**src/rtl/mc_pkg.sv**
```systemverilog
// Shared definitions for the multicycle controller: FSM state codes,
// opcode/funct constants, ALU operation codes and instruction classes.
// Contents:
//   ctrlState_t  - FSM state encoding (IF=0 .. HALT=5)
//   aluOp_t      - ALU operation selected by the controller
//   instrClass_t - decoded instruction class driving the state sequence
package mc_pkg;

  typedef enum logic [2:0] {
    S_IF   = 3'd0,
    S_ID   = 3'd1,
    S_EXE  = 3'd2,
    S_MEM  = 3'd3,
    S_WB   = 3'd4,
    S_HALT = 3'd5
  } ctrlState_t;

  typedef enum logic [2:0] {
    ALU_ADD = 3'd0,
    ALU_SUB = 3'd1,
    ALU_AND = 3'd2,
    ALU_OR  = 3'd3,
    ALU_SLT = 3'd4,
    ALU_SLL = 3'd5
  } aluOp_t;

  typedef enum logic [3:0] {
    CLS_NOP,
    CLS_RTYPE,
    CLS_ADDI,
    CLS_ORI,
    CLS_LW,
    CLS_SW,
    CLS_BEQ,
    CLS_BNE,
    CLS_J,
    CLS_HALT
  } instrClass_t;

  localparam logic [5:0] OP_RTYPE = 6'b000000;
  localparam logic [5:0] OP_ADDI  = 6'b001000;
  localparam logic [5:0] OP_ORI   = 6'b001101;
  localparam logic [5:0] OP_LW    = 6'b100011;
  localparam logic [5:0] OP_SW    = 6'b101011;
  localparam logic [5:0] OP_BEQ   = 6'b000100;
  localparam logic [5:0] OP_BNE   = 6'b000101;
  localparam logic [5:0] OP_J     = 6'b000010;
  localparam logic [5:0] OP_HALT  = 6'b111111;

  localparam logic [5:0] FN_ADD = 6'b100000;
  localparam logic [5:0] FN_SUB = 6'b100010;
  localparam logic [5:0] FN_AND = 6'b100100;
  localparam logic [5:0] FN_OR  = 6'b100101;
  localparam logic [5:0] FN_SLT = 6'b101010;
  localparam logic [5:0] FN_SLL = 6'b000000;

endpackage

```
**src/rtl/mc_decode.sv**
```systemverilog
// Combinational instruction decoder for the multicycle controller.
// Maps the opcode (and funct for R-type) onto an instruction class and
// the ALU operation an R-type instruction needs in EXE.
// Ports:
//   op         - opcode field
//   funct      - funct field (meaningful only when op is R-type)
//   instrClass - decoded class; unknown op or funct decodes as CLS_NOP
//   rTypeAluOp - ALU operation for the R-type funct (ADD when unknown)
module mc_decode
  import mc_pkg::*;
(
  input  logic [5:0]  op,
  input  logic [5:0]  funct,
  output instrClass_t instrClass,
  output aluOp_t      rTypeAluOp
);

  // An R-type with an unrecognised funct must behave as a NOP, so the
  // funct match also decides whether op=0 is a real R-type.
  logic functKnown;

  always_comb begin
    functKnown = 1'b1;
    rTypeAluOp = ALU_ADD;
    case (funct)
      FN_ADD:  rTypeAluOp = ALU_ADD;
      FN_SUB:  rTypeAluOp = ALU_SUB;
      FN_AND:  rTypeAluOp = ALU_AND;
      FN_OR:   rTypeAluOp = ALU_OR;
      FN_SLT:  rTypeAluOp = ALU_SLT;
      FN_SLL:  rTypeAluOp = ALU_SLL;
      default: functKnown = 1'b0;
    endcase
  end

  always_comb begin
    instrClass = CLS_NOP;
    case (op)
      OP_RTYPE: instrClass = functKnown ? CLS_RTYPE : CLS_NOP;
      OP_ADDI:  instrClass = CLS_ADDI;
      OP_ORI:   instrClass = CLS_ORI;
      OP_LW:    instrClass = CLS_LW;
      OP_SW:    instrClass = CLS_SW;
      OP_BEQ:   instrClass = CLS_BEQ;
      OP_BNE:   instrClass = CLS_BNE;
      OP_J:     instrClass = CLS_J;
      OP_HALT:  instrClass = CLS_HALT;
      default:  instrClass = CLS_NOP;
    endcase
  end

endmodule

```
**src/rtl/mc_control.sv**
```systemverilog
// Multicycle MIPS-style controller: IF/ID/EXE/MEM/WB/HALT state machine,
// datapath enables and selects, and a retired-instruction counter.
// Ports:
//   clk, Reset                         - clock, async active-high reset
//   op, funct                          - instruction register fields
//   zero, mem_ready                    - ALU zero flag, memory handshake
//   PCWrite/IRWrite/RegWrite/MemWrite/MemRead - write/read enables
//   IorD/ALUSrcA/RegDst/MemToReg       - 1-bit mux selects
//   ALUSrcB, PCSrc                     - 2-bit mux selects
//   ALUOp                              - ALU operation code
//   state, halted, icount              - FSM state, halt flag, retire count
module mc_control
  import mc_pkg::*;
(
  input  logic        clk,
  input  logic        Reset,
  input  logic [5:0]  op,
  input  logic [5:0]  funct,
  input  logic        zero,
  input  logic        mem_ready,
  output logic        PCWrite,
  output logic        IRWrite,
  output logic        RegWrite,
  output logic        MemWrite,
  output logic        MemRead,
  output logic        IorD,
  output logic        ALUSrcA,
  output logic        RegDst,
  output logic        MemToReg,
  output logic [1:0]  ALUSrcB,
  output logic [1:0]  PCSrc,
  output logic [2:0]  ALUOp,
  output logic [2:0]  state,
  output logic        halted,
  output logic [31:0] icount
);

  ctrlState_t  state_q, state_d;
  logic [31:0] icount_q, icount_d;
  instrClass_t instrClass;
  aluOp_t      rTypeAluOp;
  logic        retire;

  mc_decode uDecode (
    .op         (op),
    .funct      (funct),
    .instrClass (instrClass),
    .rTypeAluOp (rTypeAluOp)
  );

  // State and retire counter registers
  always_ff @(posedge clk or posedge Reset) begin
    if (Reset) begin
      state_q  <= S_IF;
      icount_q <= 32'd0;
    end else begin
      state_q  <= state_d;
      icount_q <= icount_d;
    end
  end

  // Next-state logic; an instruction retires when control returns to IF
  // from a later state, or when it enters HALT.
  always_comb begin
    state_d = S_IF;
    case (state_q)
      S_IF:  state_d = mem_ready ? S_ID : S_IF;
      S_ID: begin
        case (instrClass)
          CLS_RTYPE, CLS_ADDI, CLS_ORI, CLS_LW, CLS_SW, CLS_BEQ, CLS_BNE:
                   state_d = S_EXE;
          CLS_HALT: state_d = S_HALT;
          default:  state_d = S_IF;
        endcase
      end
      S_EXE: begin
        case (instrClass)
          CLS_RTYPE, CLS_ADDI, CLS_ORI: state_d = S_WB;
          CLS_LW, CLS_SW:               state_d = S_MEM;
          default:                      state_d = S_IF;
        endcase
      end
      S_MEM: begin
        if (!mem_ready)               state_d = S_MEM;
        else if (instrClass == CLS_LW) state_d = S_WB;
        else                          state_d = S_IF;
      end
      S_WB:    state_d = S_IF;
      S_HALT:  state_d = S_HALT;
      default: state_d = S_IF;
    endcase

    retire = ((state_q == S_ID) || (state_q == S_EXE) ||
              (state_q == S_MEM) || (state_q == S_WB)) &&
             ((state_d == S_IF) || (state_d == S_HALT));
    icount_d = retire ? icount_q + 32'd1 : icount_q;
  end

  // Output logic; everything not explicitly used in a state stays 0, and
  // Reset overrides all outputs so no access leaks out while it is held.
  always_comb begin
    PCWrite  = 1'b0;
    IRWrite  = 1'b0;
    RegWrite = 1'b0;
    MemWrite = 1'b0;
    MemRead  = 1'b0;
    IorD     = 1'b0;
    ALUSrcA  = 1'b0;
    RegDst   = 1'b0;
    MemToReg = 1'b0;
    ALUSrcB  = 2'd0;
    PCSrc    = 2'd0;
    ALUOp    = ALU_ADD;
    case (state_q)
      S_IF: begin
        MemRead = 1'b1;
        if (mem_ready) begin
          IRWrite = 1'b1;
          PCWrite = 1'b1;
          ALUSrcB = 2'd1;
        end
      end
      S_ID: begin
        ALUSrcB = 2'd3;
        if (instrClass == CLS_J) begin
          PCWrite = 1'b1;
          PCSrc   = 2'd2;
        end
      end
      S_EXE: begin
        case (instrClass)
          CLS_RTYPE: begin
            ALUSrcA = 1'b1;
            ALUOp   = rTypeAluOp;
          end
          CLS_ADDI, CLS_LW, CLS_SW: begin
            ALUSrcA = 1'b1;
            ALUSrcB = 2'd2;
          end
          CLS_ORI: begin
            ALUSrcA = 1'b1;
            ALUSrcB = 2'd2;
            ALUOp   = ALU_OR;
          end
          CLS_BEQ, CLS_BNE: begin
            ALUSrcA = 1'b1;
            ALUOp   = ALU_SUB;
            if ((instrClass == CLS_BEQ) == zero) begin
              PCWrite = 1'b1;
              PCSrc   = 2'd1;
            end
          end
          default: ;
        endcase
      end
      S_MEM: begin
        IorD = 1'b1;
        if (instrClass == CLS_LW) MemRead = 1'b1;
        if (instrClass == CLS_SW) MemWrite = mem_ready;
      end
      S_WB: begin
        RegWrite = 1'b1;
        RegDst   = (instrClass == CLS_RTYPE);
        MemToReg = (instrClass == CLS_LW);
      end
      default: ;
    endcase
    if (Reset) begin
      PCWrite  = 1'b0;
      IRWrite  = 1'b0;
      RegWrite = 1'b0;
      MemWrite = 1'b0;
      MemRead  = 1'b0;
      IorD     = 1'b0;
      ALUSrcA  = 1'b0;
      RegDst   = 1'b0;
      MemToReg = 1'b0;
      ALUSrcB  = 2'd0;
      PCSrc    = 2'd0;
      ALUOp    = ALU_ADD;
    end
  end

  assign state  = state_q;
  assign halted = (state_q == S_HALT);
  assign icount = icount_q;

endmodule
```
**config.mk**
```make
export PLATFORM = sky130hd
export DESIGN_NAME = mc_control
export DESIGN_NICKNAME = d
export VERILOG_FILES = /design/src/rtl/mc_pkg.sv /design/src/rtl/mc_decode.sv /design/src/rtl/mc_control.sv
export SDC_FILE = /design/constraint.sdc
export NUM_CORES = 1
export LEC_CHECK = 0
export BUFFER_PORTS_ARGS = -buffer_cell sky130_fd_sc_hd__buf_2
export CORE_AREA = 8 8 84 71
export CTS_CLUSTER_SIZE = 16
export DETAILED_ROUTE_END_ITERATION = 12
export DIE_AREA = 0 0 92 79
export PLACE_DENSITY = 0.8
export SLEW_MARGIN = 20
export SYNTH_ARGS = -nofsm -noshare
export SYNTH_HDL_FRONTEND = slang
export SYNTH_SLANG_ARGS = --single-unit
```
**constraint.sdc**
```tcl
create_clock -name clk -period 3.4 [get_ports clk]
set_input_delay 0.68 -clock clk [delete_from_list [all_inputs] [get_ports clk]]
set_output_delay 0.68 -clock clk [all_outputs]
set_load 0.05 [all_outputs]
```
# Yosys cells after proc, flatten, opt, wreduce, memory -nomap -nowiden
# Memory sizes are Yosys's and may differ from the RTL's.
# Cells that the tools add are included.
[word_totals] ff_bits=35 latch_bits=0 mem_bits_rw=0 mem_bits_ro=48 memories=1
[memory_table] name="(name not given)" words=16 width=3 read_ports=1 rd_clocked_by_memory_dff=0 wr=0 line_no="mc_control.sv:69" source="case (instrClass)"
[classes] add_sub_neg=1 n_mul=0 div_mod_pow=0 order_cmp=0 eq_ne=28 shift=0 n_mux=46 bitwise=0 reduce_logical=15
[op_table] operator="$eq 6x6->1 const B" count=8
[op_table] operator="$pmux 4 s9" count=1
[op_table] operator="$add 32x1->32 const B" count=1
[op_table] operator="$pmux 3 s5" count=2
[op_table] operator="$mux 1" count=29
[op_table] operator="$eq 4x3->1 const B" count=4
[op_table] operator="$eq 6x3->1 const B" count=2
[op_table] operator="$eq 6x4->1 const B" count=2
[op_table] operator="$logic_not 6->1" count=2
[op_table] operator="$mux 3" count=4
[op_table] operator="$eq 3x3->1 const B" count=3
[op_table] operator="$pmux 3 s3" count=1
[op_table] operator="$eq 4x2->1 const B" count=2
[op_table] operator="$mux 2" count=4
[op_table] operator="$reduce_or 7->1" count=1
[op_table] operator="$eq 3x2->1 const B" count=2
[op_table] operator="$eq 6x2->1 const B" count=1
[op_table] operator="$logic_not 3->1" count=2
[op_table] operator="$pmux 2 s3" count=1
[op_table] operator="$pmux 3 s2" count=1
[op_table] operator="$reduce_or 6->1" count=1
[op_table] operator="$eq 4x1->1 const B" count=1
[op_table] operator="$eq 4x4->1 const B" count=1
[op_table] operator="$logic_or 1x1->1" count=4
[op_table] operator="9 further kinds" count=10

# Longest topological paths before layout
[logic_depth] word_depth=12 depth_mapped=9 ltp_nobuf=7

# Cells and area by module
# From an unflattened synthesis, not the netlist that was laid out.
[unflattened] hier_cells=246 area_unflattened_um2=2212.1
[by_module_without_submodules] mod="mc_control" instances=1 cells_per_inst=214 area_per_inst_um2=1996.9
[by_module_without_submodules] mod="mc_decode" instances=1 cells_per_inst=32 area_per_inst_um2=215.2

# Worst setup path after synthesis
# Ideal clock, no wire load.
[synth_path] path_type="reg2out" from="reg state_q[0] (netlist: state[0])" to="out ALUSrcB[0]" arrival_time_ns=3.302 required_time_ns=2.720 setup_slack_ns=-0.582 stages_incl_launch_ff=3 path_cell_list="dfrtp_1 > inv_1 > a2111oi_0"
[synth_via] elab_chain_cells=3 elab_cells_between_ends=5 classes_between="eq/ne (2); mux (2); reduce/logical (1)"
[synth_lines] element="start, declared" line_no="mc_control.sv:38" source="ctrlState_t state_q, state_d;"
[synth_lines] element="start signal, assigned" line_no="mc_control.sv:57" source="state_q <= state_d;"
[synth_lines] element="$eq 3x2->1 (tied with other cells)" line_no="mc_control.sv:114" source="case (state_q)"
[synth_lines] element="$pmux 2 s3 (*)" line_no="mc_control.sv:114"
[synth_lines] element="$mux 2 (*)" line_no="mc_control.sv:168" source="if (Reset) begin"
[synth_lines] element="end, declared" line_no="mc_control.sv:30" source="output logic [1:0] ALUSrcB,"
# Mark *: on every way between the ends. The rest lies on a longest branch, timed or not.

# Worst setup path in the final report
[layout_path] from="in funct[2]" to="out PCWrite"
[layout_via] elab_chain_cells=11 elab_cells_between_ends=20 classes_between="eq/ne (9); mux (8); reduce/logical (3)"
[layout_lines] element="start, declared" line_no="mc_control.sv:18" source="input logic [5:0] funct,"
[layout_lines] element="$eq 6x6->1 or $logic_not 6->1 (tied branches)" line_no="mc_decode.sv:25" source="case (funct)"
[layout_lines] element="$reduce_or 6->1 (no source line) (*)"
[layout_lines] element="$mux 1 (*)" line_no="mc_decode.sv:25"
[layout_lines] element="$mux 1 (*)" line_no="mc_decode.sv:39" source="OP_RTYPE: instrClass = functKnown ? CLS_RTYPE : CLS_NOP;"
[layout_lines] element="$pmux 4 s9 (*)" line_no="mc_decode.sv:38" source="case (op)"
[layout_lines] element="$eq 4x3->1" line_no="mc_control.sv:131, mc_control.sv:148"
[layout_lines] element="$eq 1x1->1" line_no="mc_control.sv:148" source="if ((instrClass == CLS_BEQ) == zero) begin"
[layout_lines] element="$mux 1" line_no="mc_control.sv:148"
[layout_lines] element="$mux 1" line_no="mc_control.sv:131" source="case (instrClass)"
[layout_lines] element="$pmux 1 s3 (*)" line_no="mc_control.sv:114"
[layout_lines] element="$mux 1 (*)" line_no="mc_control.sv:168"
[layout_lines] element="end, declared" line_no="mc_control.sv:21" source="output logic PCWrite,"
# Marks and branches as above.

==> out/metrics.cfg <==
[status]
outcome = complete, no violations

[timing]
whs_ns = 0.476
period_share = 0.942
finClkSkew_ns = 0.0143
finalSetupTns_ns = 0
min_period_ns = 3.20
rsz0062_at_grt = false
slew_headroom = 0.693
setup_viol = 0
final_hold_viol_count = 0
setup_ws_ns = 0.197
drv_slew = 0
worst_pin_slew_ns = 0.455
max_freq_mhz = 312

[routing]
vias_per_cell = 5.52
drt-initial-drc-count = 127
post-route-drc-count = 0
dr.pass1.iters = 4
ant_nets = 0
vias = 2141
routed_wl_um = 5990
routedWlPerCell_um = 15.4

[clocking]
cts_htree_levels = 2
clock_latency_ns = 0.29
cts_root_buf = clkbuf_8
clock-sinks = 35
clockBufferDepth = 2
cts_buffers = 5
ctsHoldBuffers = 0
tritoncts = yes
clkTransAtPathRegs_ns = 0.07

[place]
port_buffers = 67
routabilityCongestion = 0.926
preCtsSetupSlack_ns = 0.0907
dp_hpwl_um = 4380

[critical_path]
rrSetupSlack_ns = 0.82
cp_max_fo = 6
worstSetupStartpointType = input pin
critPathRequiredTime_ns = 2.72
critPathKind = in2out
cp_data_arrival_time_ns = 2.52
end_kind = output port

[synth]
syn_nets = 275
yosysTopAreaCell = dfrtp_1
async_flop_share = 1.00
synthCells = 258
ys_seq_area_frac = 0.381
avgSynthCellArea_um2 = 8.90
syn-cell-area_mm2 = 0.00230
ys_ff_latch = 35
synth_flop_cell = dfrtp_1
synth_top_area_frac = 0.381
yosys-top-cells-area = dfrtp_1 (38%), xor2_1 (9.9%), nor2_1 (5.2%), nand3_1 (4.1%), nor3_1 (3.9%)
synth-edff-count = 0
ys_types = 48
yosysWarnings = 0

[global_routing]
grt_pass1_wl_um = 10100
busiest_layer = met2
gr-total-overflow = 0
grt_pass1_vias = 2118
use_met2 = 0.258
grt_max_degree = 36
grtUsageMet3 = 0.0395
track_usage = 0.166
antenna_found_initial = 0
grt.met1_usage = 0.216

[final_layout]
layout_common_cells = buf_2 (67), dfrtp_1 (35), nor2_1 (32), xor2_1 (26), nand3_1 (19)
n_antenna_cell = 0
drive_gt1_frac = 0.301
final_common_cell = buf_2
area_growth_pct = 22.7
nNetsFinal = 343
fill_cells = 413

[power_and_ir_drop]
netSwitchingPower_mw = 0.485
internal_power_mw = 0.724
switching_share = 0.401
power_frac_seq = 0.420
static-leakage-power_nw = 1.48
power_frac_clock = 0.251
powerDensity_mw_per_mm2 = 429
vdd_ir_drop_max_mv = 0.629
power.share.combinational = 0.329

[floorplanning]
core_mm2 = 0.00472
start_util = 0.486
rows = 23
fp.dieW_um = 92
pin_count = 68
die_y_um = 79
fp.dieArea_mm2 = 0.00727

[job]
drv_cap = 0

[worst_hold_path]
hp-class = reg2reg

==> routing by layer <==
metal / vias up / wire length, um / part of all wire
li1: 1053 / - / -
met1: 1011 / 2750 / 0.46
met2: 68 / 2790 / 0.47
met3: 9 / 336 / 0.056
met4: 0 / 108 / 0.018
met5: - / 0 / 0
==> area by class of cell <==
class	count	area (um2)	area share
Multi-Input combinational cell	201	1350	0.480
Clock buffer	6	82.6	0.0293
Timing Repair Buffer	71	378	0.134
Sequential cell	35	876	0.311
Clock inverter	1	5.00	0.00178
Inverter	12	45.0	0.0160
Tap cell	62	77.6	0.0275
==> power by group through the flow <==
| stage | combinational [mW] | clock (mW) | sequential, mW |
|---|---|---|---|
| 4_1_cts | 0.398 | 0.312 | 0.505 |
| 3_3_place_gp | 0.393 | 0 | 0.510 |
| 5_1_grt | 0.424 | 0.334 | 0.513 |
| 6_report | 0.397 | 0.304 | 0.507 |
| 3_5_place_dp | 0.398 | 0 | 0.512 |
| 2_1_floorplan | 0.187 | 0 | 0.621 |
==> path summary, 6_finish.rpt <==
path,start,end,depth (start not counted)
setup / recovery,funct[2],PCWrite,9
hold / removal,icount[31],icount[31],1
setup reg to reg,state[0],icount[15],8
hold reg to reg,icount[31],icount[31],1
max in group asynchronous,Reset,icount[2],3
min in group asynchronous,Reset,icount[25],3
==> worst max-delay path, cell delays in order <==
cell and delay [ns]:
buf_2 0.13, nor4bb_2 0.18, o311ai_0 0.41, nor3b_1 0.30, xnor2_1 0.15, nand4_1 0.15
o21ai_0 0.10, and3_1 0.16, buf_2 0.26
==> flip-flops by register name, summed over array words and instances (netlist names) <==
signal,count
state,3
icount,32
==> Yosys cell counts (all sizes together) (2+ instances only) <==
master   n
xnor2    7
nand3   19
nand4    6
nand4b   2
xor2    26
or2      3
a211oi   3
and2     4
nor3    18
nor4    10
nand2b   4
a21oi    6
nor2    33
dfrtp   35
or3      4
buf      7
and4     3
o21ai    9
clkbuf   3
a31oi    2
nor3b    4
nor4bb   2
and3     6
inv     12
nand2   13
==> stage by stage <==
step	utilization	std cells	area, um2	power (mW)
2_1_floorplan	-	258	2320	0.808
5_1_grt	0.597	388	2820	1.27
4_1_cts	0.594	388	2800	1.22
6_report	0.597	388	2820	1.21
3_5_place_dp	0.575	381	2710	0.910
3_3_place_gp	0.575	381	2710	0.903
==> timing repair <==
action / CTS / global route
gates resized for setup: 0 / 3
setup endpoints to repair: 0 / 3
buffers inserted: 0 / 0
==> kinds of logic after synthesis <==
family | Yosys count | synth area share
simple gates | 135 | 0.337
flops | 35 | 0.381
xor+xnor | 33 | 0.126
compound gates | 30 | 0.0888
buf+inv | 22 | 0.0463
mux | 2 | 0.0147
fa+ha+maj | 1 | 0.00545
Power figures use the tool's default switching activity.
